<file path="src/rtl/adder_share_arb_pkg.sv">
// adder_share_arb_pkg: shared widths, tag type and index helper for the shared-adder arbiter
package adder_share_arb_pkg;

    localparam int DATA_W  = 16;
    localparam int SUM_W   = DATA_W + 1;
    localparam int ADD_LAT = 2;
    localparam int MAX_REQ = 8;
    localparam int ID_W    = $clog2(MAX_REQ);

    typedef struct packed {
        logic            valid;
        logic [ID_W-1:0] id;
    } tag_t;

    function automatic int wrap_add(input int a, input int b, input int n);
        return (a + b) % n;
    endfunction

endpackage

</file>
<file path="src/rtl/adder_share_arb_rr_arbiter.sv">
// rr_arbiter: round-robin priority search starting at ptr, one-hot grant plus encoded index
module rr_arbiter
    import adder_share_arb_pkg::*;
#(
    parameter int N  = 4,
    parameter int IW = (N > 1) ? $clog2(N) : 1
) (
    input  logic [N-1:0]  req,
    input  logic [IW-1:0] ptr,
    input  logic          en,
    output logic [N-1:0]  grant,
    output logic [IW-1:0] idx
);

    // Walk offsets from farthest to nearest so the nearest requester at or after ptr wins
    always_comb begin
        grant = '0;
        idx   = '0;
        for (int k = N - 1; k >= 0; k--) begin
            grant = (en && req[wrap_add(int'(ptr), k, N)]) ? N'(1) << wrap_add(int'(ptr), k, N) : grant;
            idx   = (en && req[wrap_add(int'(ptr), k, N)]) ? IW'(wrap_add(int'(ptr), k, N)) : idx;
        end
    end

endmodule

</file>
<file path="src/rtl/adder_share_arb.sv">
// adder_share_arb: shares one pipelined adder among requesters, tagging ops and routing sums back
module adder_share_arb
    import adder_share_arb_pkg::*;
#(
    parameter int NUM_REQ = 4,
    parameter int DATA_W  = adder_share_arb_pkg::DATA_W,
    parameter int ADD_LAT = adder_share_arb_pkg::ADD_LAT
) (
    input  logic                           clock,
    input  logic                           reset,
    input  logic                           enable,
    input  logic [NUM_REQ-1:0]             req_valid,
    input  logic [NUM_REQ*DATA_W-1:0]      req_a,
    input  logic [NUM_REQ*DATA_W-1:0]      req_b,
    output logic [NUM_REQ-1:0]             req_ready,
    output logic [DATA_W-1:0]              add_a,
    output logic [DATA_W-1:0]              add_b,
    input  logic [DATA_W:0]                add_sum,
    output logic [NUM_REQ-1:0]             rsp_valid,
    output logic [DATA_W:0]                rsp_sum,
    output logic [$clog2(ADD_LAT+1)-1:0]   inflight
);

    localparam int IW = (NUM_REQ > 1) ? $clog2(NUM_REQ) : 1;
    localparam int CW = $clog2(ADD_LAT + 1);

    logic [IW-1:0]      r_ptr;
    tag_t               r_tag [ADD_LAT];
    logic [NUM_REQ-1:0] r_rsp_valid;
    logic [DATA_W:0]    r_rsp_sum;
    logic [NUM_REQ-1:0] w_grant;
    logic [IW-1:0]      w_idx;
    logic               w_any;
    logic [CW-1:0]      w_cnt;

    rr_arbiter #(.N(NUM_REQ), .IW(IW)) u_arb (
        .req   (req_valid),
        .ptr   (r_ptr),
        .en    (enable & ~reset),
        .grant (w_grant),
        .idx   (w_idx)
    );

    assign w_any     = |w_grant;
    assign req_ready = w_grant;
    assign add_a     = w_any ? req_a[w_idx*DATA_W +: DATA_W] : '0;
    assign add_b     = w_any ? req_b[w_idx*DATA_W +: DATA_W] : '0;
    assign rsp_valid = r_rsp_valid;
    assign rsp_sum   = r_rsp_sum;
    assign inflight  = w_cnt;

    // Priority pointer moves just past the requester served on each grant
    always_ff @(posedge clock or posedge reset) begin
        if (reset)
            r_ptr <= '0;
        else
            r_ptr <= w_any ? ((w_idx == IW'(NUM_REQ - 1)) ? '0 : w_idx + 1'b1) : r_ptr;
    end

    // Requester tags shift alongside the adder stages; the adder never stalls
    always_ff @(posedge clock or posedge reset) begin
        if (reset) begin
            for (int k = 0; k < ADD_LAT; k++)
                r_tag[k] <= '0;
        end else begin
            r_tag[0] <= {w_any, ID_W'(w_idx)};
            for (int k = 1; k < ADD_LAT; k++)
                r_tag[k] <= r_tag[k-1];
        end
    end

    // Sum is captured with its owner's strobe; the sum holds between strobes
    always_ff @(posedge clock or posedge reset) begin
        if (reset) begin
            r_rsp_valid <= '0;
            r_rsp_sum   <= '0;
        end else begin
            r_rsp_valid <= r_tag[ADD_LAT-1].valid ? NUM_REQ'(1) << r_tag[ADD_LAT-1].id : '0;
            r_rsp_sum   <= r_tag[ADD_LAT-1].valid ? add_sum : r_rsp_sum;
        end
    end

    // Operations in flight: live tag stages plus a pending response strobe
    always_comb begin
        w_cnt = CW'(|r_rsp_valid);
        for (int k = 0; k < ADD_LAT; k++)
            w_cnt = w_cnt + CW'(r_tag[k].valid);
    end

endmodule

</file>
<file path="config.mk">
export PLATFORM = sky130hd
export DESIGN_NAME = adder_share_arb
export DESIGN_NICKNAME = d
export VERILOG_FILES = /design/src/rtl/adder_share_arb_pkg.sv /design/src/rtl/adder_share_arb_rr_arbiter.sv /design/src/rtl/adder_share_arb.sv
export SDC_FILE = /design/constraint.sdc
export NUM_CORES = 1
export LEC_CHECK = 0
export BUFFER_PORTS_ARGS = -buffer_cell sky130_fd_sc_hd__buf_4
export CAP_MARGIN = 30
export CORE_UTILIZATION = 40
export DETAILED_ROUTE_END_ITERATION = 10
export MAX_ROUTING_LAYER = met4
export PLACE_DENSITY_LB_ADDON = 0.12
export SLEW_MARGIN = 20
export SYNTH_ARGS = -nofsm -noshare
export SYNTH_HDL_FRONTEND = slang
export SYNTH_SLANG_ARGS = --single-unit
</file>
<file path="constraint.sdc">
create_clock -name clock -period 3.8 [get_ports clock]
set_input_delay 0.19 -clock clock [delete_from_list [all_inputs] [get_ports clock]]
set_output_delay 0.19 -clock clock [all_outputs]
set_load 0.01 [all_outputs]
</file>
# ---- Word level (Yosys, flattened, before mapping)
# Cells that the tools add are included.
dict set report classes {
  reduce_logical 9
  n_addsub 6
  shifts 7
  bitwise_logic 5
  n_eq_ne 1
  n_lt_le_gt_ge 4
  n_mux 23
  mul 0
  div_mod_pow 0
}
# cell n
set op_table {}
lappend op_table {{$shiftx 64x7->16} 2}
lappend op_table {{$shl 1x32->4 const A} 3}
lappend op_table {{$mux 16} 2}
lappend op_table {{$mux 4} 5}
lappend op_table {{$lt 3x4->1 const B} 3}
lappend op_table {{$mux 2} 5}
lappend op_table {{$bmux 1 s2} 4}
lappend op_table {{$reduce_or 4->1} 2}
lappend op_table {{$shl 1x2->4 const A} 2}
lappend op_table {{$mux 1} 7}
lappend op_table {{$reduce_or 2->1} 3}
lappend op_table {{$add 2x1->2 const B} 2}
lappend op_table {{$add 2x2->2 const B} 2}
lappend op_table {{$logic_and 1x1->1} 4}
lappend op_table {{$and 1x1->1 const A} 3}
lappend op_table {{$lt 2x3->1 const B} 1}
lappend op_table {{$add 1x1->2} 1}
lappend op_table {{$add 2x1->2} 1}
lappend op_table {{$eq 2x2->1 const B} 1}
lappend op_table {{$and 1x1->1} 1}
lappend op_table {{$not 1->1} 1}
dict set report totals {
  ramBits 0
  out_inout_bits 59
  memories 0
  word_cells 62
  latch_bits 0
  input_bits 152
  rom_bits 0
  regBits 29
}

# ---- Longest topological paths before layout
# Gate-level depths: netlist of the first run.
dict set report depth {
  word_depth 13
  mapped_depth 12
  depth_no_buf 8
}

# ---- Hierarchy
# Synthesis of the first run repeated with hierarchy kept, for this count alone.
dict set report hier_totals {
  hier_cells 216
  hier_area_um2 2632.5
}
# module seq_area_each_um2 instances cells_each area_each_um2
set modules_own_cells {}
lappend modules_own_cells {adder_share_arb 725.7 1 141 2077.0}
lappend modules_own_cells {rr_arbiter 0.0 1 75 555.5}

# ---- Worst setup path before layout of the first run
# No wires, ideal clock.
dict set report synth_timing {
  path_kind {flip-flop to output port}
  start {reg r_ptr[0]}
  end {out add_b[10]}
  path_buffers 4
  stages_incl_launch_ff 13
  required_time_ns 3.610
  path_slack_ns 0.371
  arrival_ns 3.239
  path_cell_list {dfrtp_1 buf_2 inv_1 ha_1 buf_2 mux2i_1 o32ai_1 mux2_1 a221o_1 or4_1 buf_4 buf_6 and2_1}
}
dict set report synth_between {
  elab_chain_cells 11
}
# element line_no
set synth_rtl {}
lappend synth_rtl {{from (decl)} adder_share_arb.sv:27} ;# logic [IW-1:0] r_ptr;
lappend synth_rtl {{from (signal assigned)} adder_share_arb.sv:57} ;# r_ptr <= w_any ? ((w_idx == IW'(NUM_REQ - 1)) ? '0 : w_idx + 1'b1) : r_ptr;
lappend synth_rtl {{$add 2x2->2} adder_share_arb_pkg.sv:16} ;# return (a + b) % n;
lappend synth_rtl {{$bmux 1 s2} adder_share_arb_rr_arbiter.sv:20} ;# grant = (en && req[wrap_add(int'(ptr), k, N)]) ? N'(1) << wrap_add(int'(ptr), k, N) : grant;
lappend synth_rtl {{$mux 1 (implied by the code) (2 in series)} adder_share_arb_rr_arbiter.sv:20}
lappend synth_rtl {{$logic_and 1x1->1} adder_share_arb_rr_arbiter.sv:20}
lappend synth_rtl {{$mux 4 (3 in series)} adder_share_arb_rr_arbiter.sv:20}
lappend synth_rtl {{$mux 4 *} adder_share_arb_rr_arbiter.sv:20}
lappend synth_rtl {{via req_ready[1]} adder_share_arb.sv:15} ;# output logic [NUM_REQ-1:0] req_ready,
lappend synth_rtl {{$reduce_or 4->1 *} adder_share_arb.sv:44} ;# assign w_any = |w_grant;
lappend synth_rtl {{via w_any} adder_share_arb.sv:33} ;# logic w_any;
lappend synth_rtl {{$mux 16 *} adder_share_arb.sv:47} ;# assign add_b = w_any ? req_b[w_idx*DATA_W +: DATA_W] : '0;
lappend synth_rtl {{to (decl)} adder_share_arb.sv:17} ;# output logic [DATA_W-1:0] add_b,
# Mark *: on every way through the listed nets, which the timed path passes. The rest lies on a longest branch. The select of a mux whose other input is x is not followed.

# ---- Worst setup path in the final report of the first run
dict set report layout_timing {
  start {reg r_ptr[0]}
  end {out add_b[7]}
}
dict set report layout_between {
  elab_chain_cells 11
}
# element line_no
set layout_rtl {}
lappend layout_rtl {{$add 2x2->2} adder_share_arb_pkg.sv:16}
lappend layout_rtl {{$bmux 1 s2} {adder_share_arb_rr_arbiter.sv:20, adder_share_arb_rr_arbiter.sv:21}}
lappend layout_rtl {{$mux 1 (implied by the code) (2 in series)} {adder_share_arb_rr_arbiter.sv:20, adder_share_arb_rr_arbiter.sv:21}}
lappend layout_rtl {{$logic_and 1x1->1} {adder_share_arb_rr_arbiter.sv:20, adder_share_arb_rr_arbiter.sv:21}}
lappend layout_rtl {{$mux 2 or $mux 4 (tied branches) (4 in series)} {adder_share_arb_rr_arbiter.sv:21, adder_share_arb_rr_arbiter.sv:20}}
lappend layout_rtl {{$shiftx 64x7->16 or $reduce_or 4->1 (tied branches)} {adder_share_arb.sv:47, adder_share_arb.sv:44}}
lappend layout_rtl {{$mux 16 *} adder_share_arb.sv:47}
# Mark *: on every way between the ends. The rest lies on a longest branch, timed or not. The select of a mux whose other input is x is not followed.

==> impl_metrics.csv, run 1 <==
group,metric,value,unit
yosys,synth_top_flop_cell,"dfrtp_1",
clock_tree,clk_pin_slew_worst_paths,0.06,ns
timing,tightest_slew,0.7549,ns
yosys,synth.distinct_cells,43,
clock_tree,insertion_delay,0.27,ns
timing,setup_viol,0,
power,swShare,38.08,%
timing,fmaxAchievable,281.1,MHz
placement,dp_hpwl,7275,um
setup_path,cp-start-kind,"flip-flop",
power,p_int,1590,uW
drt,ant_nets,0,
yosys,synth_area,2635,sq um
cells_and_area,final_common_cell,"buf_4",
power,switching_power,977.4,uW
clock_tree,cts_buffers,5,
cells_and_area,post-route-util,69.40,%
drt,drt_first_pass_iters,4,
cells_and_area,finish.instance_area,4407,sq um
cells_and_area,syn2layout_area_growth,67.24,%
power,clkPwrFrac,9.7,%
die,dieArea,6916,sq um
yosys,ys_ff_latch,29,
setup_path,cp-end-kind,"primary output",
setup_path,path_cells,"buf_4 > mux2i_1 > o22a_1 > mux2_1 > a221o_1 > or4_1 > buf_4 > and2_1 > buf_4",
setup_path,crit_path_max_incr_delay,0.50,ns
timing,skew,0.004477,ns
timing,period_needed,3.558,ns
global_routing,grt-ovfl-total,0,
setup_path,path_common_cell,"buf_4",
global_routing,grt_pass1_wl,13700,um
setup_path,cp_max_fo,35,
die,core_area,6350,sq um
power,ir_worst_vdd,483.3,uV
die,initial_core_util,41.50,%
clock_tree,cts_tree,"yes",
global_routing,antenna_found_initial,0,
yosys,synth-edff-count,0,
setup_path,crit_arrival,3.37,ns
die,die_x,83.17,um
yosys,synthCells,214,
die,chipHeight,83.17,um
global_routing,grt_max_degree,36,
placement,placed_area,4300,sq um
yosys,ys_seq_area_share,27.54,%
outcome,status,"completed",
cells_and_area,final_cell_mix,"buf_4 (217), mux4_2 (32), and2_1 (32)",
drt,drtIter0Drc,62,
clock_tree,cts_sinks,29,
yosys,syn_avg_cell_area,12.31,sq um
clock_tree,clockBufferDepth,2,
setup_path,path_class,"reg -> out",
drt,vias,2691,
setup_path,crit_path_top_delay_cell,"or4_1",
die,rows,29,
timing,period_share,93.62,%
yosys,syn_nets,375,
cells_and_area,final_nets,583,
clock_tree,root_buffer,"clkbuf_8",
timing,whs,0.1495,ns
global_routing,track_usage,25.78,%
timing,slew_violations,0,
placement,gp_congestion,0.9291,
placement,io_buffers,210,
cells_and_area,layout-drive-gt1-share,67.30,%
hold_path,hp-class,"in -> reg",
cells_and_area,num-fill-cells,471,
setup_path,crit_required,3.61,ns
drt,viasPerCell,5.393,
power,leakage,0.002153,uW
power,power_density,582.5,nW/um^2
clock_tree,h-tree-depth,2,
drt,drt-total-wl,8711,um
power,seqPwrFrac,20.7,%
timing,slew_headroom,49.67,%
yosys,synth_warnings,0,
power,combPwrFrac,69.7,%
job,drv_cap,0,
drt,drc_errors,0,
cells_and_area,insertedDiodeCount,0,
die,ioPinCount,211,
yosys,synthArstFlopShare,100.0,%
drt,wl_per_cell,17.46,um
timing,rsz0062_at_grt,"false",
timing,timing.setup.tns,0,ns
clock_tree,postCtsSetupRepairBufs,0,
global_routing,grt_pass1_vias,2824,
timing,hold_viol,0,
## kinds of logic (layout without fill, tap and decap cells)
| logic type | count (synthesis) | in the layout | share of synthesized area, % |
|---|---|---|---|
| adders and majority gates | 9 | 9 | 4.559 |
| xor gates and xnor gates | 1 | 1 | 0.3324 |
| and+or+nand+nor | 66 | 66 | 15.34 |
| buffers and inverters | 27 | 235 | 5.650 |
| AOI/OAI and AO/OA | 20 | 20 | 6.601 |
| muxes | 62 | 62 | 39.98 |
| DFF | 29 | 29 | 27.54 |
## cell type report
class | instances | area, sq um | share of cell area, %
clock buffers | 7 | 86.33 | 1.959
inverters | 8 | 30.03 | 0.6814
multi-input cells | 158 | 1782 | 40.43
flip-flops and latches | 29 | 725.7 | 16.47
well taps | 77 | 96.34 | 2.186
repair buffers | 220 | 1687 | 38.27
## power by group through the flow
stage	registers (uW)	logic (uW)	clock network (uW)
finish	530	1790	249
global route	550	1930	268
CTS	532	1800	257
detailed placement	538	1790	0
global placement	531	1750	0
floorplan	561	1030	0
## per-stage QoR
stage                     setup WS (ns)  cells  total power (uW)
after floorplan                  0.3713    214              1595
after global placement           0.4637    490              2277
after detailed placement         0.3995    491              2326
after CTS                       0.08861    499              2585
after global routing            0.09489    499              2748
final                            0.2425    499              2567
## routing by layer
metal / global-route usage [%] / share of wire (%)
met1: 29.17 / 37
met2: 46.50 / 55
met3: 4.871 / 6.5
met4: 7.053 / 1.4
met5: - / 0
## cells in the mapped netlist (2+ instances only)
| library cell | count | area share (%) |
|---|---|---|
| nand3_1 | 2 | 0.38 |
| mux4_2 | 32 | 27 |
| nor3b_1 | 2 | 0.57 |
| or4bb_1 | 4 | 1.7 |
| mux2i_1 | 7 | 2.7 |
| mux2_2 | 21 | 9.0 |
| buf_4 | 4 | 1.1 |
| o32ai_1 | 4 | 1.3 |
| ha_1 | 8 | 3.8 |
| buf_6 | 4 | 1.7 |
| a221o_1 | 4 | 1.5 |
| clkbuf_1 | 8 | 1.1 |
| buf_2 | 2 | 0.38 |
| a21oi_1 | 2 | 0.38 |
| nand4_1 | 2 | 0.47 |
| inv_1 | 8 | 1.1 |
| nand2_1 | 6 | 0.85 |
| dfrtp_1 | 29 | 28 |
| and2_1 | 32 | 7.6 |
| nor2_1 | 7 | 1.0 |
| nor3_1 | 2 | 0.38 |
| nor2b_1 | 2 | 0.47 |
| nand3b_1 | 2 | 0.57 |
## path summary, 6_finish.rpt
check	start	to	slack, ns	cells past startpoint
max reg2reg	r_ptr[0]$_DFFE_PP0P_	r_ptr[1]$_DFFE_PP0P_	0.80	8
min in group asynchronous	reset	rsp_sum[10]$_DFFE_PP0P_	0.53	3
min	add_sum[4]	rsp_sum[4]$_DFFE_PP0P_	0.15	2
min reg2reg	r_tag[4]$_DFF_PP0_	r_tag[0]$_DFF_PP0_	0.35	0
max	r_ptr[0]$_DFFE_PP0P_	add_b[7]	0.24	9
max in group asynchronous	reset	r_tag[7]$_DFF_PP0_	2.82	4
## timing repair
item / in CTS / in global routing
hold endpoints to repair: 9 / 0
gates resized for setup: 0 / 3
hold buffers: 1 / 0
setup endpoints to repair: 0 / 32
## worst max-delay path: cells and delay by family (launching register included)
kind	cells	cell delay (ns)
buffers and inverters	3	0.65
DFF	1	0.34
and+or+nand+nor	2	0.72
AOI/OAI and AO/OA	2	0.69
muxes	2	0.68
## registers in the layout, summed over array words and instances, names as in the netlist
register	count
r_tag	6
rsp_sum	17
rsp_valid	4
r_ptr	2
No activity file was read; power rests on OpenSTA's default activity.
==> inputs of run 2 (changes only) <==
--- a/config.mk
+++ b/config.mk
@@ -11,6 +11,7 @@
 export DETAILED_ROUTE_END_ITERATION = 10
 export MAX_ROUTING_LAYER = met4
 export PLACE_DENSITY_LB_ADDON = 0.12
+export RECOVER_POWER = 50
 export SLEW_MARGIN = 20
 export SYNTH_ARGS = -nofsm -noshare
 export SYNTH_HDL_FRONTEND = slang
==> impl_metrics.csv, run 2 (same netlist as run 1, synthesis figures left out) <==
group,metric,value,unit
drt,drtIter0Drc,70,
clock_tree,cts_sinks,29,
timing,fmaxAchievable,281.0,MHz
setup_path,cp_max_fo,35,
setup_path,crit_required,3.61,ns
drt,ant_nets,0,
power,total_power,2481,uW
die,initial_core_util,41.50,%
timing,setup_viol,0,
cells_and_area,final_common_cell,"buf_4",
clock_tree,cts_tree,"yes",
timing,period_needed,3.558,ns
timing,timing.setup.tns,0,ns
cells_and_area,syn2layout_area_growth,63.20,%
die,ioPinCount,211,
global_routing,grt_pass1_wl,13700,um
cells_and_area,insertedDiodeCount,0,
placement,dp.cells,491,
outcome,status,"completed",
timing,rsz0062_at_grt,"false",
drt,viasPerCell,5.385,
drt,drt_first_pass_iters,4,
cells_and_area,largest_reg_flops,17,
timing,slew_violations,0,
clock_tree,postCtsSetupRepairBufs,0,
global_routing,antenna_found_initial,0,
setup_path,crit_arrival,3.37,ns
power,leakage,0.002059,uW
setup_path,cp-start-kind,"flip-flop",
cells_and_area,final_cell_mix,"buf_4 (195), mux4_2 (32), and2_1 (32)",
hold_path,hp-class,"in -> reg",
clock_tree,root_buffer,"clkbuf_8",
placement,dp_hpwl,7275,um
job,drv_cap,0,
global_routing,grt_max_degree,36,
global_routing,track_usage,25.78,%
global_routing,grt-ovfl-total,0,
clock_tree,clockBufferDepth,2,
timing,skew,0.004928,ns
cells_and_area,finalNonFillerCells,499,
die,chipHeight,83.17,um
die,die_x,83.17,um
die,dieArea,6916,sq um
drt,drt-total-wl,8739,um
power,ir_worst_vdd,448.1,uV
drt,wl_per_cell,17.51,um
timing,tightest_slew,1.019,ns
clock_tree,cts_buffers,5,
die,core_area,6350,sq um
cells_and_area,finish.instance_area,4300,sq um
clock_tree,h-tree-depth,2,
placement,io_buffers,210,
clock_tree,insertion_delay,0.27,ns
cells_and_area,final_nets,583,
drt,vias,2687,
global_routing,grt_pass1_vias,2824,
placement,gp_congestion,0.9291,
timing,period_share,93.64,%
placement,placed_area,4300,sq um
power,power_density,577.0,nW/um^2
cells_and_area,layout-drive-gt1-share,61.85,%
drt,drc_errors,0,
timing,slew_headroom,32.04,%
setup_path,path_class,"reg -> out",
setup_path,cp-end-kind,"primary output",
die,rows,29,
clock_tree,clk_pin_slew_worst_paths,0.06,ns
timing,hold_viol,0,
run 2: changes by cell type in the layout (fill, tap and decap cells not counted):
cell,delta
buf_16,-1
buf_4,-22
clkbuf_1,+23
run 2: critical path: stages (launching register included):
cell	delay, ns
dfrtp_1	0.34
buf_4	0.25
mux2i_1	0.32
o22a_1	0.42
mux2_1	0.36
a221o_1	0.27
or4_1	0.50
buf_4	0.25
and2_1	0.22
buf_4	0.15
run 2: final timing paths:
check / endpoint / depth (start not counted) / startpoint / slack, ns
max: add_b[7] / 9 / r_ptr[0]$_DFFE_PP0P_ / 0.24
min: rsp_sum[5]$_DFFE_PP0P_ / 2 / add_sum[5] / 0.15
max reg2reg: r_ptr[1]$_DFFE_PP0P_ / 8 / r_ptr[0]$_DFFE_PP0P_ / 0.80
min reg2reg: r_tag[0]$_DFF_PP0_ / 0 / r_tag[4]$_DFF_PP0_ / 0.35
max in group asynchronous: r_tag[7]$_DFF_PP0_ / 4 / reset / 2.00
min in group asynchronous: rsp_sum[10]$_DFFE_PP0P_ / 3 / reset / 0.54
run 2: metrics by stage:
stage	hold slack (ns)	setup slack, ns	utilization [%]
final	0.1496	0.2418	67.72
after global routing	0.1392	0.09489	67.72
after CTS	0.1405	0.08861	69.24
after detailed placement	0.2785	0.3995	67.72
after global placement	0.3358	0.4637	67.29
after floorplan	0.2681	0.3713	-
run 2: timing repair:
item	in CTS	in global routing
setup endpoints to repair	0	32
resized for setup	0	3
endpoints found under the hold margin	9	0
hold buffers	1	0
run 2: power breakdown:
| group | internal (uW) | switching (uW) |
|---|---|---|
| clock | 143 | 106 |
| sequential | 439 | 88.3 |
| combinational | 924 | 781 |
| total | 1510 | 975 |
run 2: area by class of cell:
type | instances | area (sq um)
clock buffer | 7 | 86.33
fill | 501 | 2049
inverter | 8 | 30.03
multi-input combinational | 158 | 1782
sequential | 29 | 725.7
tap | 77 | 96.34
timing repair buffer | 220 | 1580
run 2: routing by layer:
| metal | vias up | share of wire (%) | GRT usage [%] |
|---|---|---|---|
| met5 | - | 0 | - |
| met4 | 0 | 1.4 | 7.053 |
| met3 | 13 | 6.4 | 4.871 |
| met2 | 128 | 55 | 46.50 |
| met1 | 1308 | 38 | 29.17 |
| li1 | 1238 | - | - |
